<file path="config.mk">
export PLATFORM = sky130hd
export DESIGN_NAME = demux_stream
export DESIGN_NICKNAME = d
export VERILOG_FILES = /design/src/rtl/demux_stream.sv
export SDC_FILE = /design/constraint.sdc
export NUM_CORES = 1
export LEC_CHECK = 0
export CORE_AREA = 2 2 69 71
export DETAILED_ROUTE_END_ITERATION = 10
export DIE_AREA = 0 0 71 73
export GPL_TIMING_DRIVEN = 0
export HOLD_SLACK_MARGIN = 0.02
export PLACE_DENSITY = 0.73
export SETUP_SLACK_MARGIN = 0.3
export SLEW_MARGIN = 0
export SYNTH_ARGS = -nofsm -noshare
export SYNTH_HDL_FRONTEND = slang
export SYNTH_SLANG_ARGS = --single-unit
</file>
<file path="constraint.sdc">
create_clock -name clk -period 2.73 [get_ports clk]
set_input_delay 0.546 -clock clk [delete_from_list [all_inputs] [get_ports clk]]
set_output_delay 0.546 -clock clk [all_outputs]
set_load 0.02 [all_outputs]
</file>
<file path="src/rtl/demux_stream.sv">
// Registered 1:N packet demultiplexer with valid/ready on every port.
// The first beat selects the channel; out-of-range selects drop the whole packet and bump drop_cnt.
module demux_stream #(
  parameter  int W  = 8,
  parameter  int N  = 4,
  localparam int SW = $clog2(N)
) (
  input  logic           clk,
  input  logic           rst,
  input  logic [W-1:0]   in_data,
  input  logic           in_valid,
  input  logic           in_last,
  input  logic [SW-1:0]  in_sel,
  output logic           in_ready,
  output logic [N*W-1:0] out_data,
  output logic [N-1:0]   out_valid,
  output logic [N-1:0]   out_last,
  input  logic [N-1:0]   out_ready,
  output logic [7:0]     drop_cnt
);

  // state | meaning
  // IDLE  | waiting for the first beat of a packet
  // BUSY  | mid-packet, beats go to the locked channel
  // DROP  | mid-packet with an out-of-range select, beats discarded
  typedef enum logic [1:0] {IDLE, BUSY, DROP} state_t;

  state_t        state, state_n;
  logic [SW-1:0] ch_q, ch_n;
  logic [SW-1:0] cur_ch;
  logic          sel_ok;
  logic          discard;
  logic          accept;
  logic          load;
  logic          cur_valid;
  logic          cur_ready;

  assign sel_ok  = (32'(in_sel) < 32'(N));
  assign cur_ch  = (state == IDLE) ? in_sel : ch_q;
  assign discard = (state == DROP) || ((state == IDLE) && !sel_ok);

  always_comb begin
    cur_valid = 1'b0;
    cur_ready = 1'b0;
    for (int k = 0; k < N; k++) begin
      if (cur_ch == SW'(k)) begin
        cur_valid = out_valid[k];
        cur_ready = out_ready[k];
      end
    end
  end

  // in_ready never looks at in_valid, so the upstream side cannot form a loop through us
  assign in_ready = discard ? 1'b1 : (~cur_valid | cur_ready);
  assign accept   = in_valid & in_ready;
  assign load     = accept & ~discard;

  always_comb begin
    state_n = state;
    ch_n    = ch_q;
    case (state)
      IDLE: begin
        if (accept) begin
          if (!sel_ok) begin
            state_n = in_last ? IDLE : DROP;
          end else begin
            ch_n    = in_sel;
            state_n = in_last ? IDLE : BUSY;
          end
        end
      end
      BUSY: if (accept && in_last) state_n = IDLE;
      DROP: if (accept && in_last) state_n = IDLE;
      default: state_n = IDLE;
    endcase
  end

  always_ff @(posedge clk or posedge rst) begin
    if (rst) begin
      state <= IDLE;
      ch_q  <= '0;
    end else begin
      state <= state_n;
      ch_q  <= ch_n;
    end
  end

  always_ff @(posedge clk or posedge rst) begin
    if (rst) begin
      drop_cnt <= '0;
    end else if (accept && (state == IDLE) && !sel_ok && (drop_cnt != 8'hFF)) begin
      drop_cnt <= drop_cnt + 8'd1;
    end
  end

  // A load on the same edge as a drain keeps the channel valid with the new beat
  always_ff @(posedge clk or posedge rst) begin
    if (rst) begin
      out_valid <= '0;
      out_data  <= '0;
      out_last  <= '0;
    end else begin
      for (int k = 0; k < N; k++) begin
        if (load && (cur_ch == SW'(k))) begin
          out_valid[k]         <= 1'b1;
          out_data[k*W +: W]   <= in_data;
          out_last[k]          <= in_last;
        end else if (out_ready[k]) begin
          out_valid[k] <= 1'b0;
        end
      end
    end
  end

endmodule

</file>
==> results by group <==
Routing
  • WL met3: 392 um
  • WL/cell: 16.6 um
  • Drt pass-1 iters: 4
  • Met1 Routed Length: 1.75 mm
  • Vias post-DR: 1331
  • Number of vias per cell: a little over 5
  • # DRC: 0
  • Highest metal used: met4
  • Routed wl met2: between 2 and 2.5 mm
  • Post-DRT Antenna Nets: 0
  • DR iter-0 viols: 66
  • Routed wire length: 4.34 mm

Synthesis
  • Synth cell types: 27
  • Area leader, netlist: dfrtp_1
  • Top cells by area, synth: dfrtp_1, mux2_2, buf_4
  • YS warnings: 0
  • Netlist Area Pre-Place: 0.00192 sq mm
  • Post-synthesis register bit count: 43
  • Synth top area share: 0.561
  • Register area share after synthesis: 0.561
  • Synth Instances: 129
  • Syn_area_per_cell: 14.9 sq um

Global route
  • Antenna violations before repair: 0
  • Total track usage: 0.180
  • Vias in the first global route: 1355
  • Total gr overflow: 0
  • Largest net degree at the start of global routing: 44
  • First-pass GRT wire length: 6.99 mm

Pwr
  • Internal Dissipation: between 2 and 2.5 mW
  • Clock power share: 0.117
  • Net Sw Frac: 0.377
  • Maximum VDD drop: 0.639 mV
  • NetSw: 1.27 mW
  • Combinational share of power: 0.546
  • Power after layout: 3.37 mW
  • Seq pwr share: 0.337
  • Pwr Density: 1230 mW/mm^2
  • Lkg Pwr: 1.19 nW

Clocking
  • CTS tree: built
  • TritonCTS Buffers: 5
  • Hold_buf cts: 0
  • Clk root buf: clkbuf_8
  • CTS HTree Levels: 2
  • # clock sinks: 43
  • Worst skew pair latency: 0.30 ns
  • Clock-pin slew on the worst setup and hold paths: around 0.08 ns
  • Max clock buf depth: 2

Placed design
  • I/O Buffers: 57
  • Placed cell areas: ~0.0026 sq mm
  • Final RePlAce weighted congestion: about 0.93
  • Post-Place Cells: 247
  • Dpl hpwl: roughly 3.0 mm

STA
  • Fin Clk Skew: approximately 0.007 ns
  • RSZ-0062 raised after global routing: no
  • Setup TNS: 0 ns
  • Tcrit/Tclk final: 0.860
  • Slew Viols, Final: 0
  • Slew headroom: 0.409
  • Finish-stage setup viols: 0
  • Fin crit period: 2.35 ns
  • Worst-Margin Slew: 0.886 ns
  • Max Clk Rate: around 430 MHz
  • Final hold violation count: 0

Layout
  • Fill cells: between 300 and 400
  • Design area: ~0.0027 sq mm
  • Non-filler cells, final: 261
  • Area grow syn2layout: 43.0%
  • Most frequent cells in the layout: clkdlybuf4s50_1, dfrtp_1, mux2_2, buf_4, conb_1
  • Nets@finish: roughly 220
  • Core Util, Final: 0.604
  • Share of post-route cells with drive strength above 1: 0.372
  • Most common cell after layout, fill and taps aside: clkdlybuf4s50_1
  • Antenna diodes: 0

Die
  • Starting Density: 0.423
  • Core area: 0.00454 sq mm
  • Ports: 67
  • Die Y-Extent: 73 um
  • Row cnt: 25
  • Die W: 71 um
  • Die area: 0.00518 sq mm

Worst setup path
  • Worst Path Required: 2.18 ns
  • Worst Setup End Kind: output pin
  • Worst path cell trace: clkdlybuf4s15_2, inv_1, o41ai_2, a221oi_4, o21a_1, buf_2
  • Crit path max fanout: 6
  • CP top delay family: compound AO/OA/AOI/OAI gates
  • Slowest cell on the critical path: o41ai_2
  • WP data arrival: approximately 1.8 ns
  • Delay of the slowest critical-path stage: 0.44 ns
  • CP bufs+invs: 3
  • Critical path class: in -> out
  • CP Launch Type: input pin

Hold path
  • Worst hold path class: reg -> reg

Outcome
  • Status: finished clean

Run
  • Max Cap Viol: 0
-- layer usage --
layer	vias to the layer above	track usage
met5	-	0
met4	0	0.0860
met3	7	0.0732
met2	62	0.281
met1	662	0.217
li1	600	-
-- cell type report --
cell class              instances  area, sq um  share of cell area
flip-flops and latches         43         1080               0.393
multi-input cells              74          788               0.288
repair buffers                 63          606               0.221
plain buffers                  11         87.6              0.0320
clock buffers                   6         72.6              0.0265
well taps                      54         67.6              0.0247
inverters                       8         30.0              0.0110
clock inverters                 2         12.5             0.00457
-- cells by family (layout without fill, tap and decap cells) --
| logic type | count (synthesis) | count (layout) | synth area share |
|---|---|---|---|
| flip-flops | 43 | 43 | 0.561 |
| AND/OR/NAND/NOR | 7 | 7 | 0.0222 |
| AO/OA/AOI/OAI | 20 | 20 | 0.119 |
| buffers and inverters | 19 | 90 | 0.0594 |
| multiplexers | 39 | 39 | 0.236 |
| other | 1 | 8 | 0.00196 |
-- state kept, by name, indices dropped and copies added (netlist names) --
register and count:
ch_q 2, out_data 32, out_last 4, out_valid 4, state 1
-- cells in the mapped netlist (all sizes together) --
library cell  count
nand3b            1
o21ai             4
nor2b             1
dfrtp            43
mux2             37
nand2             2
clkbuf            1
or2b              1
nor2              1
o21a              1
inv               8
nand4b            1
conb              1
o41ai             1
mux2i             2
o32ai             4
a31oi             1
o22ai             1
a21o              1
a221o             1
a221oi            1
buf              10
o211ai            5
-- stage by stage --
stage	hold WS, ns	worst slack [ns]
after floorplan	0.519	0.590
after global routing	0.527	0.316
after detailed placement	0.495	-0.665
after CTS	0.513	0.321
final	0.508	0.382
after global placement	0.489	-0.610
-- power groups by stage --
stage          combinational (mW)  clock, mW  sequential (mW)
5_1_grt                      1.95      0.433             1.18
6_report                     1.84      0.394             1.14
3_3_place_gp                 1.71          0             1.13
4_1_cts                      1.81      0.411             1.14
3_5_place_dp                 1.75          0             1.14
2_1_floorplan               0.619          0             1.49
-- worst paths after layout --
kind                         startpoint            to  slack, ns  depth (start not counted)
max                           in_sel[0]      in_ready       0.38                          6
min                        out_data[21]  out_data[21]       0.51                          1
max reg2reg                    state[0]  out_data[12]       0.46                          7
min reg2reg                out_data[21]  out_data[21]       0.51                          1
max in group asynchronous           rst  out_data[27]       1.42                          2
min in group asynchronous           rst   out_data[8]       0.76                          2
-- repair_timing --
item / 4_1_cts / 5_1_grt
endpoints found under the setup margin: 38 / 1
setup buffers: 3 / 3
pin swaps: 4 / 2
gates resized for setup: 16 / 6
No activity file was read; power rests on OpenSTA's default activity.
